[config.mk]
export PLATFORM = sky130hd
export DESIGN_NAME = spi_slave_reg_responder
export DESIGN_NICKNAME = d
export VERILOG_FILES = /design/src/rtl/spi_pkg.sv /design/src/rtl/spi_edge_sync.sv /design/src/rtl/spi_slave_reg_responder.sv
export SDC_FILE = /design/constraint.sdc
export NUM_CORES = 1
export LEC_CHECK = 0
export ABC_AREA = 1
export BUFFER_PORTS_ARGS = -buffer_cell sky130_fd_sc_hd__buf_2
export CAP_MARGIN = 20
export CORE_MARGIN = 2
export CORE_UTILIZATION = 58
export CTS_BUF_LIST = sky130_fd_sc_hd__clkbuf_4
export DETAILED_ROUTE_END_ITERATION = 12
export HOLD_SLACK_MARGIN = 0.02
export PLACE_DENSITY = 0.79
export SLEW_MARGIN = 30
export SYNTH_ARGS = -nofsm -noshare
export SYNTH_HDL_FRONTEND = slang
export SYNTH_HIERARCHICAL = 1
export SYNTH_SLANG_ARGS = --single-unit
[constraint.sdc]
create_clock -name clk -period 1.7 [get_ports clk]
set_input_delay 0.34 -clock clk [delete_from_list [all_inputs] [get_ports clk]]
set_output_delay 0.34 -clock clk [all_outputs]
set_load 0.01 [all_outputs]
[src/rtl/spi_pkg.sv]
// spi_pkg: shared SPI responder types and helpers.
//   spi_rsp_state_e : responder FSM states
//   RW_BIT          : position of the read/write flag in the command byte
//   cpol()/cpha()   : decode clock polarity / phase from an SPI_MODE value (0..3)
package spi_pkg;

  typedef enum logic [1:0] {
    IDLE  = 2'd0,
    CMD   = 2'd1,
    DATA  = 2'd2,
    DRAIN = 2'd3
  } spi_rsp_state_e;

  localparam int RW_BIT = 7;

  function automatic logic cpol(input int spi_mode);
    return spi_mode[1];
  endfunction

  function automatic logic cpha(input int spi_mode);
    return spi_mode[0];
  endfunction

endpackage

[src/rtl/spi_edge_sync.sv]
// spi_edge_sync: brings the asynchronous SPI pad signals into the clk domain
// and turns SCLK transitions into single-cycle sample/shift strobes.
//   clk, rst_n    : system clock, async active-low reset
//   sclk, cs, mosi: raw pad inputs
//   cs_fall       : 1-clk pulse when the synced chip select goes low
//   cs_rise       : 1-clk pulse when the synced chip select goes high
//   sample_pulse  : 1-clk pulse on the SCLK edge where MOSI is captured
//   shift_pulse   : 1-clk pulse on the SCLK edge where MISO advances
//   mosi_s        : synced MOSI, aligned with the strobes
// Parameter SPI_MODE selects CPOL/CPHA.
module spi_edge_sync
  import spi_pkg::*;
#(
  parameter int SPI_MODE = 0
) (
  input  logic clk,
  input  logic rst_n,
  input  logic sclk,
  input  logic cs,
  input  logic mosi,
  output logic cs_fall,
  output logic cs_rise,
  output logic sample_pulse,
  output logic shift_pulse,
  output logic mosi_s
);

  localparam logic CPOL = cpol(SPI_MODE);
  localparam logic CPHA = cpha(SPI_MODE);

  // [0],[1] form the synchroniser; [2] holds the previous synced value for edge detect
  logic [2:0] sclk_q;
  logic [2:0] cs_q;
  logic [1:0] mosi_q;

  always_ff @(posedge clk or negedge rst_n) begin
    if (!rst_n) begin
      sclk_q <= '0;
      cs_q   <= '0;
      mosi_q <= '0;
    end else begin
      sclk_q <= {sclk_q[1:0], sclk};
      cs_q   <= {cs_q[1:0], cs};
      mosi_q <= {mosi_q[0], mosi};
    end
  end

  logic sclk_rise, sclk_fall, lead_edge, trail_edge, cs_low;

  assign sclk_rise  = sclk_q[1] & ~sclk_q[2];
  assign sclk_fall  = ~sclk_q[1] & sclk_q[2];
  assign lead_edge  = CPOL ? sclk_fall : sclk_rise;
  assign trail_edge = CPOL ? sclk_rise : sclk_fall;
  assign cs_low     = ~cs_q[1];

  // mosi_q[1] has the same latency as sclk_q[1], so it is the value at the edge
  assign sample_pulse = cs_low & (CPHA ? trail_edge : lead_edge);
  assign shift_pulse  = cs_low & (CPHA ? lead_edge : trail_edge);
  assign cs_fall      = cs_q[2] & ~cs_q[1];
  assign cs_rise      = ~cs_q[2] & cs_q[1];
  assign mosi_s       = mosi_q[1];

endmodule

[src/rtl/spi_slave_reg_responder.sv]
// spi_slave_reg_responder: SPI responder that serves a local register file.
// Frame: byte0 = {rw, addr[6:0]} (rw=1 read), byte1 = data, MSB first.
//   clk, rst_n           : system clock, async active-low reset
//   sclk, cs, mosi       : SPI pads from the master (async, cs active low)
//   miso, miso_oe        : read data out and its drive enable
//   reg_wr_valid/addr/data: 1-clk commit strobe for SPI writes
//   host_addr, host_rdata: combinational local read port (0 when out of range)
//   frame_done, frame_err: 1-clk status pulse at the end of every frame
// Optional build macro SPI_REG_AUTO_INC_EN: data bytes keep flowing with the
// address incrementing after each byte instead of draining after one byte.
//
// state | meaning
// IDLE  | waiting for chip select to fall
// CMD   | shifting in the command byte
// DATA  | shifting data in (write) or out (read)
// DRAIN | transfer complete, remaining bits ignored until cs rises
module spi_slave_reg_responder
  import spi_pkg::*;
#(
  parameter int SPI_MODE    = 1,
  parameter int SPI_TRF_BIT = 8,
  parameter int NUM_REGS    = 16
) (
  input  logic                   clk,
  input  logic                   rst_n,
  input  logic                   sclk,
  input  logic                   cs,
  input  logic                   mosi,
  output logic                   miso,
  output logic                   miso_oe,
  output logic                   reg_wr_valid,
  output logic [6:0]             reg_wr_addr,
  output logic [SPI_TRF_BIT-1:0] reg_wr_data,
  input  logic [6:0]             host_addr,
  output logic [SPI_TRF_BIT-1:0] host_rdata,
  output logic                   frame_done,
  output logic                   frame_err
);

`ifdef SPI_REG_AUTO_INC_EN
  localparam bit AUTO_INC = 1'b1;
`else
  localparam bit AUTO_INC = 1'b0;
`endif

  localparam int W     = SPI_TRF_BIT;
  localparam int IDX_W = (NUM_REGS > 1) ? $clog2(NUM_REGS) : 1;
  localparam int SLOTS = 1 << IDX_W;
  localparam int CNT_W = $clog2(SPI_TRF_BIT + 1);
  localparam logic [CNT_W-1:0] LAST_BIT   = CNT_W'(SPI_TRF_BIT - 1);
  localparam logic [7:0]       NUM_REGS_W = 8'(NUM_REGS);

  logic cs_fall, cs_rise, sample_pulse, shift_pulse, mosi_s;

  spi_edge_sync #(.SPI_MODE(SPI_MODE)) u_sync (
    .clk          (clk),
    .rst_n        (rst_n),
    .sclk         (sclk),
    .cs           (cs),
    .mosi         (mosi),
    .cs_fall      (cs_fall),
    .cs_rise      (cs_rise),
    .sample_pulse (sample_pulse),
    .shift_pulse  (shift_pulse),
    .mosi_s       (mosi_s)
  );

  spi_rsp_state_e   state_q, state_d;
  logic [CNT_W-1:0] bit_cnt;
  logic [W-2:0]     shift_in;
  logic [W-1:0]     shift_out;
  logic [W-1:0]     rx_word;
  logic [6:0]       addr;
  logic [6:0]       next_addr;
  logic             rw;
  logic             err;
  logic             data_done;
  logic             byte_end;
  logic             frame_ok;
  logic [W-1:0]     regs [SLOTS];

  function automatic logic addr_ok(input logic [6:0] a);
    return {1'b0, a} < NUM_REGS_W;
  endfunction

  function automatic logic [W-1:0] fetch(input logic [6:0] a);
    if (addr_ok(a)) return regs[a[IDX_W-1:0]];
    return '1;
  endfunction

  assign rx_word   = {shift_in, mosi_s};
  assign byte_end  = sample_pulse && (bit_cnt == LAST_BIT);
  assign next_addr = addr + 7'd1;
  // bit_cnt != 0 means a byte was cut short by cs rising
  assign frame_ok  = data_done && !err && (bit_cnt == '0);

  always_ff @(posedge clk or negedge rst_n) begin
    if (!rst_n) state_q <= IDLE;
    else        state_q <= state_d;
  end

  always_comb begin
    state_d = state_q;
    case (state_q)
      IDLE:    if (cs_fall) state_d = CMD;
      CMD:     if (byte_end) state_d = DATA;
      DATA:    if (byte_end && !AUTO_INC) state_d = DRAIN;
      DRAIN:   state_d = DRAIN;
      default: state_d = IDLE;
    endcase
    if (cs_rise) state_d = IDLE;
  end

  always_ff @(posedge clk or negedge rst_n) begin
    if (!rst_n) begin
      bit_cnt      <= '0;
      shift_in     <= '0;
      shift_out    <= '0;
      addr         <= '0;
      rw           <= 1'b0;
      err          <= 1'b0;
      data_done    <= 1'b0;
      miso         <= 1'b0;
      miso_oe      <= 1'b0;
      reg_wr_valid <= 1'b0;
      reg_wr_addr  <= '0;
      reg_wr_data  <= '0;
      frame_done   <= 1'b0;
      frame_err    <= 1'b0;
      for (int i = 0; i < SLOTS; i++) regs[i] <= '0;
    end else begin
      reg_wr_valid <= 1'b0;
      frame_done   <= 1'b0;
      frame_err    <= 1'b0;

      // Commit one clk after the strobe so host reads see the old value while it is high
      if (reg_wr_valid) regs[reg_wr_addr[IDX_W-1:0]] <= reg_wr_data;

      case (state_q)
        IDLE: begin
          if (cs_fall) begin
            bit_cnt   <= '0;
            shift_in  <= '0;
            shift_out <= '0;
            err       <= 1'b0;
            data_done <= 1'b0;
            miso      <= 1'b0;
            miso_oe   <= 1'b1;
          end
        end
        CMD: begin
          if (sample_pulse) begin
            shift_in <= rx_word[W-2:0];
            if (byte_end) begin
              bit_cnt <= '0;
              addr    <= rx_word[6:0];
              rw      <= rx_word[RW_BIT];
              if (rx_word[RW_BIT]) begin
                shift_out <= fetch(rx_word[6:0]);
                if (!addr_ok(rx_word[6:0])) err <= 1'b1;
              end
            end else begin
              bit_cnt <= bit_cnt + CNT_W'(1);
            end
          end
        end
        DATA: begin
          if (shift_pulse) begin
            miso      <= shift_out[W-1];
            shift_out <= shift_out << 1;
          end
          if (sample_pulse) begin
            shift_in <= rx_word[W-2:0];
            if (byte_end) begin
              bit_cnt   <= '0;
              data_done <= 1'b1;
              if (!rw) begin
                if (addr_ok(addr)) begin
                  reg_wr_valid <= 1'b1;
                  reg_wr_addr  <= addr;
                  reg_wr_data  <= rx_word;
                end else begin
                  err <= 1'b1;
                end
              end
              if (AUTO_INC) begin
                addr <= next_addr;
                if (rw) begin
                  shift_out <= fetch(next_addr);
                  if (!addr_ok(next_addr)) err <= 1'b1;
                end
              end else begin
                miso <= 1'b0;
              end
            end else begin
              bit_cnt <= bit_cnt + CNT_W'(1);
            end
          end
        end
        DRAIN: miso <= 1'b0;
        default: miso <= 1'b0;
      endcase

      if (cs_rise && state_q != IDLE) begin
        miso       <= 1'b0;
        miso_oe    <= 1'b0;
        bit_cnt    <= '0;
        frame_done <= frame_ok;
        frame_err  <= !frame_ok;
      end
    end
  end

  always_comb begin
    host_rdata = '0;
    if (addr_ok(host_addr)) host_rdata = regs[host_addr[IDX_W-1:0]];
  end

endmodule

After elaboration in Yosys (flattened, before gate mapping)
Index checks and enable logic that the tools add are counted.
{ "classes": {"reduce_logical": 28, "order_cmp": 7, "n_addsub": 1, "muxes": 64, "eq_ne": 20, "bitwise": 14} }
{ "ops": {"columns": ["cell", "n"], "rows": [
  ["$bwmux W128", 1],
  ["$mux W8", 13],
  ["$bmux W8 S4", 2],
  ["$demux W8 S4", 1],
  ["$mux W1", 30],
  ["$pmux W8 S3", 1],
  ["$lt A7 B5 Y1 const B", 3],
  ["$ne A2 B2 Y1 const B", 10],
  ["$mux W4", 4],
  ["$ge A5 B5 Y1 const B", 3],
  ["$not A4 Y5", 3],
  ["$mux W7", 2],
  ["$pmux W7 S2", 1],
  ["$ne A3 B3 Y1 const B", 4],
  ["$reduce_and A3 Y1", 4],
  ["$reduce_and A10 Y1", 1],
  ["$reduce_bool A2 Y1", 5],
  ["$mux W2", 4],
  ["$pmux W2 S4", 1],
  ["$pmux W4 S2", 1],
  ["$and A1 B1 Y1", 6],
  ["$pmux W1 S3", 2],
  ["$reduce_and A6 Y1", 1],
  ["$reduce_bool A3 Y1", 2],
  ["other kinds (18)", 29]
]} }
{ "word_totals": {"out_inout_bits": 28, "wordCells": 168, "register_bits": 187} }

Longest topological paths before layout
Gate-level depths: netlist (run 1).
{ "depth": {"word_depth": 12, "ltp_mapped": 11, "mapped_depth_nobuf": 11} }

Hierarchy
The synthesis (run 1) kept the hierarchy.
{ "modules_own_cells": {"columns": ["mod", "instances", "cells_each", "area_per_inst_um2"], "rows": [
  ["spi_slave_reg_responder", 1, 1307, 9690.5],
  ["spi_edge_sync", 1, 17, 236.5]
]} }

Worst setup path before layout (run 1)
No wires, ideal clock.
{ "synth_timing": {"path_kind": "reg-to-reg", "startpoint": "register state_q[0]", "endpoint": "register shift_in[3]", "t_arrival_ns": 1.628, "period_less_slack_ns": 1.710, "required_time_ns": 1.617, "path_buffers": 2, "setup_time_ns": 0.083, "stages_incl_launch_ff": 10, "path_slack_ns": -0.010, "cell_sequence": "dfrtp_1 inv_1 ha_1 buf_2 inv_1 nor2_1 nor3_2 buf_2 nand3_1 o21ai_0"} }
{ "synth_via": {"elab_chain_cells": 4, "elab_cells_between_ends": 9} }
{ "synth_lines": {"columns": ["item", "line_no", "rtl"], "rows": [
  ["start: declaration", "spi_slave_reg_responder.sv:68", "spi_rsp_state_e state_q, state_d;"],
  ["start signal: assignment", "spi_slave_reg_responder.sv:99", "else state_q <= state_d;"],
  ["$eq A2 B2 Y1 or $eq A2 B1 Y1 (tied branches)", "spi_slave_reg_responder.sv:139", "case (state_q)"],
  ["$reduce_or A2 Y1 (no line)", null, null],
  ["$ne A2 B1 Y1 (no line) or $reduce_bool A2 Y1 (tied branches)", null, null],
  ["$reduce_and A3 Y1 (no line)", null, null],
  ["end signal: assignment", "spi_slave_reg_responder.sv:153", "shift_in <= rx_word[W-2:0];"],
  ["end signal: assignment", "spi_slave_reg_responder.sv:173", "shift_in <= rx_word[W-2:0];"],
  ["end: declaration", "spi_slave_reg_responder.sv:70", "logic [W-2:0] shift_in;"]
]} }
Several ways; a longest one is shown, not always the timed one.
A chain may end at the register's enable or synchronous reset.

Worst setup path after layout (run 1)
{ "layout_timing": {"startpoint": "register regs[80] (netlist name)", "endpoint": "output port host_rdata[0]"} }
{ "layout_via": {"elab_chain_cells": 4} }
{ "layout_lines": {"columns": ["item", "line_no", "rtl"], "rows": [
  ["start: declaration", "spi_slave_reg_responder.sv:80", "logic [W-1:0] regs [SLOTS];"],
  ["start signal: indexed assignment", "spi_slave_reg_responder.sv:137", "if (reg_wr_valid) regs[reg_wr_addr[IDX_W-1:0]] <= reg_wr_data;"],
  ["$bmux W8 S4", "spi_slave_reg_responder.sv:216", "if (addr_ok(host_addr)) host_rdata = regs[host_addr[IDX_W-1:0]];"],
  ["$mux W8 (not written as such) (2 in series)", "spi_slave_reg_responder.sv:216", null],
  ["$mux W8", "spi_slave_reg_responder.sv:216", null],
  ["end: declaration", "spi_slave_reg_responder.sv:35", "output logic [SPI_TRF_BIT-1:0] host_rdata,"]
]} }
Every way passes these cells. The select of a mux whose other input is x is not followed.

==> results of run 1 <==
## worst reg2reg max path: cells and delay by family, from the launching register on
kind	cells	cell delay, ps
buf+inv	5	660
flops	1	420
compound gates	1	60
simple gates	5	550
## sequential cells by signal, summed over array words and instances, names as in the netlist, 4 cells and up
register,flops
addr,7
bit_cnt,4
reg_wr_addr,7
reg_wr_data,8
regs,128
shift_in,7
shift_out,8
## final cells by class
class,instances,area [µm²]
clock buffer,17,128
timing repair buffer,138,1150
inverter,150,581
multi-input combinational,906,4630
fill,1404,5050
sequential,187,4680
tap,220,275
clock inverter,15,126
timing repair inverter,1,7.51
antenna,2,5.00
## logic make-up after synthesis
family          count (synthesis)  synth area share, %
simple gates                  590                 26.1
compound gates                308                 16.3
buf+inv                       231                 9.52
flops                         187                 47.1
fa+ha+maj                       6                0.756
xor+xnor                        2                0.176
## where the power goes
part           leakage, nW  switching (mW)  total, mW  internal (mW)
Clock                0.129            1.60       2.32          0.717
Combinational         2.65            2.68       4.17           1.49
Sequential            2.58           0.145       4.80           4.66
## how the worst max path moves through the flow
stage | slack [ps] | end | start | cells past startpoint
2_1_floorplan | 9 | host_rdata[1] | host_addr[0] | 7
3_3_place_gp | -220 | host_rdata[1] | host_addr[0] | 10
5_1_grt | -600 | host_rdata[6] | regs[102]$_DFFE_PN0P_ | 7
3_5_place_dp | -220 | host_rdata[1] | host_addr[0] | 8
4_1_cts | -470 | host_rdata[3] | regs[51]$_DFFE_PN0P_ | 7
6_report | -500 | host_rdata[0] | regs[80]$_DFFE_PN0P_ | 7
## what timing repair did
item | CTS | global route
hold buffers | 4 | 0
pin swaps | 17 | 42
endpoints found under the setup margin | 18 | 46
gates cloned | 0 | 2
endpoints found under the hold margin | 190 | 0
setup buffers | 3 | 13
resized for setup | 42 | 120
## placed cells by master (no fill, tap or decap), types with 5 or more instances in the layout
master	netlist	layout
nand3_2	0	12
nor2_1	65	63
clkbuf_4	0	17
a21oi_2	0	24
clkinvlp_4	0	5
dfrtp_1	187	184
buf_2	35	38
nand2_1	333	312
buf_12	0	12
nand2_4	0	5
nand2_2	0	16
nand3_1	163	150
inv_1	144	123
buf_4	1	75
ha_1	6	5
or2_2	13	13
a21boi_0	7	7
o21ai_2	0	7
o211ai_1	13	13
o21ai_0	221	178
o21ai_1	2	37
buf_6	4	6
a21oi_1	60	36
inv_2	5	23
## per-layer routing
metal,GRT usage [%],up-vias
met5,0,-
met4,13.2,0
met3,6.87,89
met2,52.4,535
met1,48.2,4539
li1,-,4455
## metrics by stage
| step | worst slack (ps) | utilization (%) |
|---|---|---|
| after floorplan | 9.38 | - |
| after CTS | -475 | 67.1 |
| after global routing | -597 | 69.6 |
| final | -500 | 69.6 |
| after global placement | -224 | 64.7 |
| after detailed placement | -218 | 64.7 |
==> flow_summary.json, run 1 <==
{
  "status": "complete, but fails checks",
  "violations": "setup timing",
  "reg2reg_depth": 11,
  "clock_skew_ps": 15.0,
  "synth_edf_count": 0,
  "synth_top_area_cell": "dfrtp_1",
  "cts_root_buffer": "clkbuf_4",
  "synth-main-ff-cell": "dfrtp_1",
  "syn_to_final_growth_pct": 16.8,
  "wl_met2_mm": 14.3,
  "dieArea_um2": 18200,
  "vias": 9618,
  "leakage_nw": 5.35,
  "hold_viol_final": 0,
  "clk_pin_slew_ps": 160,
  "path_delay_family": "compound AO/OA/AOI/OAI gates",
  "cts_tree": "yes",
  "ys_types": 38,
  "viasPerCell": 5.88,
  "slowest_stage": "dfrtp_1",
  "wl_per_cell_um": 18.9,
  "timing.rr.start": "u_sync/sclk_q[1]$_DFF_PN0_",
  "wirelength_met1_mm": 12.7,
  "yosysTopAreaCellShare_pct": 47.1,
  "ant_nets": 0,
  "stdcell_count": 1636,
  "die_h_um": 135,
  "drt-initial-drc-count": 1228,
  "maxSlewHeadroom_pct": 54.7,
  "post-route-drc-count": 0,
  "rsz0062_at_grt": "true",
  "globalplace.congestion": 0.955,
  "postSynth.asyncResetShare_pct": 100,
  "met3_length_mm": 3.00,
  "synthCells": 1324,
  "whs_ps": 175,
  "syn-cell-area_um2": 9930,
  "rrSetupSlack_ps": -80,
  "finalWirelength_mm": 31.0,
  "grtUsageTotal_pct": 34.2,
  "drv_cap": 0,
  "cp.required_ps": 1360,
  "die_w_um": 135,
  "io_buffers": 39,
  "place_area_um2": 10800,
  "io_pins": 40,
  "syn_area_per_cell_um2": 7.50,
  "critPathKind": "flop to output port",
  "cts_max_level": 4,
  "ir_drop_uv": 682,
  "finalSetupTns_ps": -4730,
  "grt_pass1_vias": 8838,
  "synth_most_common_cell": "nand2_1",
  "crit_fanout": 3,
  "r2r_end": "reg_wr_addr[2]$_DFFE_PN0P_",
  "grt_max_degree": 43,
  "tightest_slew_ps": 679,
  "yosys_warnings": 6,
  "grt_pass1_wl_mm": 47.7,
  "postLayoutCellArea_um2": 11600,
  "final_nets": 1419,
  "max_freq_mhz": 455,
  "synth_area_leaders": "dfrtp_1, nand2_1, o21ai_0, nand3_1, inv_1",
  "synth-seq-cells": 187,
  "dpl.cell_count": 1582,
  "cts_made_buffers": 17,
  "critical_path.startpoint_type": "flop",
  "yosys-top-cells-count": "nand2_1, o21ai_0, dfrtp_1",
  "antenna_found_initial": 2,
  "finalSetupViolations": 32,
  "cp.arrival_ps": 1860,
  "finalCriticalPeriod_ps": 2200,
  "ys_seq_area_share_pct": 47.1,
  "clk-insertion-delay-late_ps": 620,
  "start_util_pct": 59.6,
  "drt_first_pass_iters": 5,
  "total_power_mw": 11.3,
  "synthesis.nets": 1342,
  "drive_gt1_share_pct": 20.6,
  "core_area_um2": 16600,
  "timing.final.ws_setup_ps": -500,
  "cts_sinks": 187,
  "rows": 47,
  "cp_num_buf_inv": 2,
  "clockBufferDepth": 2,
  "end_kind": "output port",
  "post-route-period-util_pct": 129,
  "route.top_layer_used": "met4",
  "grt.overflow.total": 0,
  "critPathMaxStageDelay_ps": 350,
  "p_per_area_nw_per_um2": 974,
  "dp.final_hpwl_mm": 20.6,
  "hp-class": "input pin to async pin",
  "slew_violations": 0,
  "crit_chain": "inv_1 -> a21oi_1 -> o21ai_0 -> nand3_1 -> nand3_1 -> a21oi_1 -> buf_2"
}
(Power assumes the default switching activity.)
==> run 2, diff against run 1 <==
- ABC_AREA: 1 -> 0
- CORE_UTILIZATION: 58 -> 35
- PLACE_DENSITY: 0.79 -> unset
- SYNTH_HIERARCHICAL: 1 -> unset
==> run 2 against run 1 <==
  * The flow still finishes with violations (setup timing)
  * First-iteration DRC count decreased by 62%
  * Largest power group is now combinational logic
  * Combinational power rose by 26%
  * Setup slack lost 420 ps
  * Design area grew 15%
==> flow_summary.json, run 2 <==
{
  "syn_area_per_cell_um2": 13.4,
  "rsz0062_at_grt": "true",
  "die_h_um": 169,
  "end_kind": "output port",
  "cts_made_buffers": 17,
  "whs_ps": 189,
  "antenna_found_initial": 1,
  "drt_first_pass_iters": 5,
  "violations": "setup timing",
  "drv_cap": 0,
  "stdcell_count": 1326,
  "drive_gt1_share_pct": 63.2,
  "cts_tree": "yes",
  "maxSlewHeadroom_pct": 72.3,
  "hold_viol_final": 0,
  "grt_pass1_vias": 7230,
  "ir_drop_uv": 559,
  "wl_met2_mm": 13.8,
  "core_area_um2": 26800,
  "synth_edf_count": 0,
  "mostFrequentLayoutCells": "buf_4, dfrtp_1, mux2_2",
  "wirelength_met1_mm": 12.9,
  "synthCells": 709,
  "cp.arrival_ps": 2280,
  "hp-class": "input pin to async pin",
  "cts_sinks": 187,
  "finalSetupViolations": 55,
  "timing.final.ws_setup_ps": -919,
  "grt.overflow.total": 0,
  "viasPerCell": 5.43,
  "ys_types": 48,
  "critPathKind": "flop to output port",
  "met3_length_mm": 1.52,
  "syn_to_final_growth_pct": 39.7,
  "slew_violations": 0,
  "synthesis.nets": 731,
  "yosys-top-cells-count": "dfrtp_1, mux2_2, mux2i_1",
  "ys_seq_area_share_pct": 49.2,
  "drt-initial-drc-count": 465,
  "max_freq_mhz": 382,
  "vias": 7204,
  "p_per_area_nw_per_um2": 951,
  "clock_skew_ps": 29.8,
  "grt_pass1_wl_mm": 44.5,
  "largest_reg_flops": 128,
  "cts_max_level": 4,
  "yosysTopAreaCellShare_pct": 49.2,
  "cp.required_ps": 1360,
  "crit_fanout": 2,
  "route.top_layer_used": "met4",
  "start_util_pct": 35.5,
  "final_nets": 993,
  "syn-cell-area_um2": 9510,
  "post-route-drc-count": 0,
  "grt_max_degree": 57,
  "dieArea_um2": 28500,
  "critical_path.startpoint_type": "flop",
  "leakage_nw": 6.31,
  "place_area_um2": 11800,
  "clockBufferDepth": 2,
  "die_w_um": 169,
  "yosys_warnings": 0,
  "postLayoutCellArea_um2": 13300,
  "synth_area_leaders": "dfrtp_1, mux2_2, mux4_2, mux2i_1, a22oi_1",
  "cts_root_buffer": "clkbuf_4",
  "clk-insertion-delay-late_ps": 600,
  "finalWirelength_mm": 29.0,
  "ant_nets": 0,
  "finalSetupTns_ps": -15150,
  "io_buffers": 39,
  "total_power_mw": 12.6,
  "wl_per_cell_um": 21.9,
  "synth-main-ff-cell": "dfrtp_1",
  "layout_commonest_cell": "buf_4",
  "synth_top_area_cell": "dfrtp_1",
  "globalplace.congestion": 0.862,
  "clk_pin_slew_ps": 180,
  "largestRegisters": "regs: 128 flops, reg_wr_data: 8 flops, shift_out: 8 flops",
  "top_register": "regs",
  "dpl.cell_count": 1245,
  "synth_most_common_cell": "dfrtp_1",
  "postSynth.asyncResetShare_pct": 100,
  "fin_util_pct": 49.6,
  "rows": 60,
  "dp.final_hpwl_mm": 19.6,
  "status": "complete, but fails checks",
  "finalCriticalPeriod_ps": 2620,
  "tightest_slew_ps": 410,
  "dp_slack_ps": -620,
  "grtUsageTotal_pct": 20.9,
  "post-route-period-util_pct": 154,
  "synth-seq-cells": 187,
  "io_pins": 40
}
-- run 2: cell count changes in the layout (fill, tap and decap cells not counted), moves of 37 or more --
cell / delta
o21ai_0: -175
mux2i_1: +61
nand2_1: -295
inv_1: -116
mux4_2: +40
mux2_2: +142
nand3_1: -145
buf_6: +37
buf_4: +112
nor2_1: -49
-- run 2: final cells by class --
cell class | instances | area, µm²
clock buffers | 17 | 128
multi-input cells | 467 | 5240
diodes | 1 | 2.50
well taps | 341 | 427
repair buffers | 288 | 2590
fillers | 2271 | 13500
inverters | 10 | 37.5
flip-flops and latches | 187 | 4700
clock inverters | 15 | 178
-- run 2: timing repair --
action / 4_1_cts / 5_1_grt
endpoints found under the hold margin: 169 / 0
endpoints found under the setup margin: 60 / 70
hold buffers: 4 / 0
gates resized for setup: 131 / 61
setup buffers: 28 / 18
pin swaps: 36 / 23
gates cloned: 3 / 1
-- run 2: worst max-delay path, stage by stage (launching register included) --
cell     delay [ps]
dfrtp_1         460
mux4_2          480
mux4_2          490
nor2b_4         140
buf_6           110
-- run 2: power breakdown --
part / total, mW / switching [mW] / leakage (nW) / internal, mW
combinational: 5.25 / 2.85 / 3.58 / 2.40
clock: 2.65 / 1.83 / 0.167 / 0.818
sequential: 4.75 / 0.148 / 2.57 / 4.60
total: 12.6 / 4.82 / 6.31 / 7.82
-- run 2: metal layers --
layer / track usage [%] / vias up
li1: - / 3193
met1: 29.4 / 3757
met5: 0 / -
met2: 32.8 / 203
met3: 3.60 / 51
met4: 6.78 / 0
-- run 2: final timing paths --
| path | start | end | slack, ps | depth (start not counted) |
|---|---|---|---|---|
| max in group asynchronous | rst_n | reg_wr_data[0]$_DFFE_PN0P_ | 850 | 3 |
| worst max-delay path | regs[27]$_DFFE_PN0P_ | host_rdata[3] | -920 | 4 |
| worst max register to register | u_sync.cs_q[1]$_DFF_PN0_ | shift_out[2]$_DFFE_PN0P_ | -320 | 9 |
| worst min-delay path | rst_n | regs[72]$_DFFE_PN0P_ | 190 | 2 |
| worst min register to register | u_sync.cs_q[0]$_DFF_PN0_ | u_sync.cs_q[1]$_DFF_PN0_ | 370 | 0 |
| min in group clk | cs | u_sync.cs_q[0]$_DFF_PN0_ | 370 | 2 |
-- run 2: kinds of logic (layout without fill, tap and decap cells) --
group,Yosys count,in the layout,synth area share (%)
flops,187,187,49.2
fa+ha+maj,10,10,1.32
simple gates,119,120,6.79
other cells,0,1,0
compound gates,85,85,6.34
buf+inv,56,330,2.45
mux,252,252,33.9
==> run 3, diff against run 2 <==
- CTS_BUF_LIST: sky130_fd_sc_hd__clkbuf_4 -> sky130_fd_sc_hd__clkbuf_2 sky130_fd_sc_hd__clkbuf_4 sky130_fd_sc_hd__clkbuf_8
- PLACE_DENSITY_LB_ADDON: unset -> 0.2
==> run 3 against run 2 <==
  * The flow still finishes with violations (setup timing)
  * Critical path depth did not move
  * Largest power group unchanged
  * Sequential power barely moved
  * Setup slack improved by 140 ps
  * Global-route usage fell by 0.91 points
  * Critical endpoint is now host_rdata[0]
  * Clock skew fell by 6.9 ps
  * Sequential share of layout area rose by 0.40 points
  * First-iteration DRC count fell by 16%
  * Largest cell class unchanged
  * Critical path type unchanged
  * Power rose by 2.9%
==> flow_summary.json, run 3 (synthesis results as in run 2) <==
{
  "ir_drop_uv": 663,
  "path_delay_family": "multiplexers",
  "clock_skew_ps": 22.9,
  "clk_pin_slew_ps": 110,
  "n_antenna_cell": 0,
  "grt_max_degree": 47,
  "vias": 6949,
  "place_area_um2": 11800,
  "cp.arrival_ps": 2140,
  "r2r_end": "shift_out[5]$_DFFE_PN0P_",
  "maxSlewHeadroom_pct": 70.1,
  "postLayoutCellArea_um2": 13100,
  "crit_fanout": 2,
  "fill_cells": 2329,
  "grt.overflow.total": 0,
  "grtUsageTotal_pct": 19.9,
  "seq_area_um2": 4690,
  "tightest_slew_ps": 443,
  "die_h_um": 169,
  "top_register": "regs",
  "antenna_found_initial": 0,
  "post-route-drc-count": 0,
  "finalCriticalPeriod_ps": 2480,
  "dpl.cell_count": 1243,
  "globalplace.congestion": 0.825,
  "timing.final.ws_setup_ps": -780,
  "reg2reg_depth": 7,
  "whs_ps": 355,
  "clockBufferDepth": 2,
  "largestRegisters": "regs: 128 flops, reg_wr_data: 8 flops, shift_out: 8 flops",
  "critical_path.startpoint_type": "flop",
  "grt_pass1_vias": 7428,
  "core_area_um2": 26800,
  "end_kind": "output port",
  "mostFrequentLayoutCells": "buf_4, dfrtp_1, mux2_2",
  "leakage_nw": 6.21,
  "wl_per_cell_um": 21.0,
  "cts_max_level": 4,
  "crit_chain": "mux4_2 -> mux4_2 -> nor2b_4 -> buf_6",
  "drt-initial-drc-count": 390,
  "cts_root_buffer": "clkbuf_8",
  "hold_viol_final": 0,
  "cts_sinks": 187,
  "max_freq_mhz": 403,
  "finalSetupTns_ps": -8940,
  "largest_reg_flops": 128,
  "drv_cap": 0,
  "total_power_mw": 13.0,
  "rows": 60,
  "syn_to_final_growth_pct": 38.0,
  "cpMostUsedCell": "mux4_2",
  "multi_input_comb_area_um2": 5190,
  "fin_util_pct": 49.0,
  "drt_first_pass_iters": 4,
  "hp-class": "input pin to async pin",
  "grt_pass1_wl_mm": 43.6,
  "post-route-period-util_pct": 146,
  "slowest_stage": "mux4_2",
  "layout_commonest_cell": "buf_4",
  "p_per_area_nw_per_um2": 991,
  "cp_num_buf_inv": 1,
  "viasPerCell": 5.31,
  "clk-insertion-delay-late_ps": 480,
  "timing.rr.start": "shift_in[0]$_DFFE_PN0P_",
  "status": "complete, but fails checks",
  "io_pins": 40,
  "critPathKind": "flop to output port",
  "finalWirelength_mm": 27.4,
  "io_buffers": 39,
  "dp_slack_ps": -647,
  "rrSetupSlack_ps": -210,
  "final_nets": 976,
  "cts_tree": "yes",
  "slew_violations": 0,
  "drive_gt1_share_pct": 61.2,
  "start_util_pct": 35.5,
  "die_w_um": 169,
  "finalSetupViolations": 37,
  "dieArea_um2": 28500,
  "rsz0062_at_grt": "true",
  "critPathMaxStageDelay_ps": 500,
  "violations": "setup timing",
  "cts_made_buffers": 17,
  "stdcell_count": 1308,
  "ant_nets": 0,
  "cp.required_ps": 1360,
  "dp.final_hpwl_mm": 19.9
}
[run 3: report_power, final]
group	leakage, nW	internal [mW]	switching (mW)	total [mW]
Sequential	2.57	4.59	0.147	4.74
Clock	0.204	1.31	1.78	3.08
Combinational	3.44	2.43	2.76	5.19
Total	6.21	8.33	4.68	13.0
[run 3: what timing repair did]
item	in CTS	in global routing
pin swaps	20	29
endpoints found under the hold margin	35	0
endpoints found under the setup margin	59	71
hold buffers	4	0
setup buffers	14	20
gates cloned	3	0
gates resized for setup	89	72
[run 3: worst register-to-register path: stages (launching register included)]
cell and delay (ps):
dfrtp_2 520, buf_12 170, buf_8 130, mux2i_1 240
a22oi_1 130, a21oi_2 260, nor3_4 80, a221o_1 260
[run 3: cell type report]
type	instances	area share [%]
Sequential cell	187	35.7
Clock buffer	20	2.05
Clock inverter	12	0.982
Timing Repair Buffer	272	18.2
Inverter	10	0.286
Multi-Input combinational cell	466	39.5
Tap cell	341	3.25
[run 3: worst max path at each step]
stage	start	to	slack (ps)	cells past startpoint
final	regs[16]$_DFFE_PN0P_	host_rdata[0]	-780	4
after global routing	regs[119]$_DFFE_PN0P_	host_rdata[7]	-840	4
after CTS	regs[16]$_DFFE_PN0P_	host_rdata[0]	-800	4
after detailed placement	host_addr[0]	host_rdata[7]	-650	6
after global placement	host_addr[0]	host_rdata[7]	-610	6
after floorplan	host_addr[0]	host_rdata[0]	-300	5
[run 3: metal layers]
metal / share of wire (%) / GRT usage (%) / wire (µm)
met1: 45 / 27.2 / 12300
met2: 50 / 33.3 / 13700
met3: 3.5 / 3.46 / 955
met4: 1.6 / 4.72 / 438
met5: 0 / 0 / 0
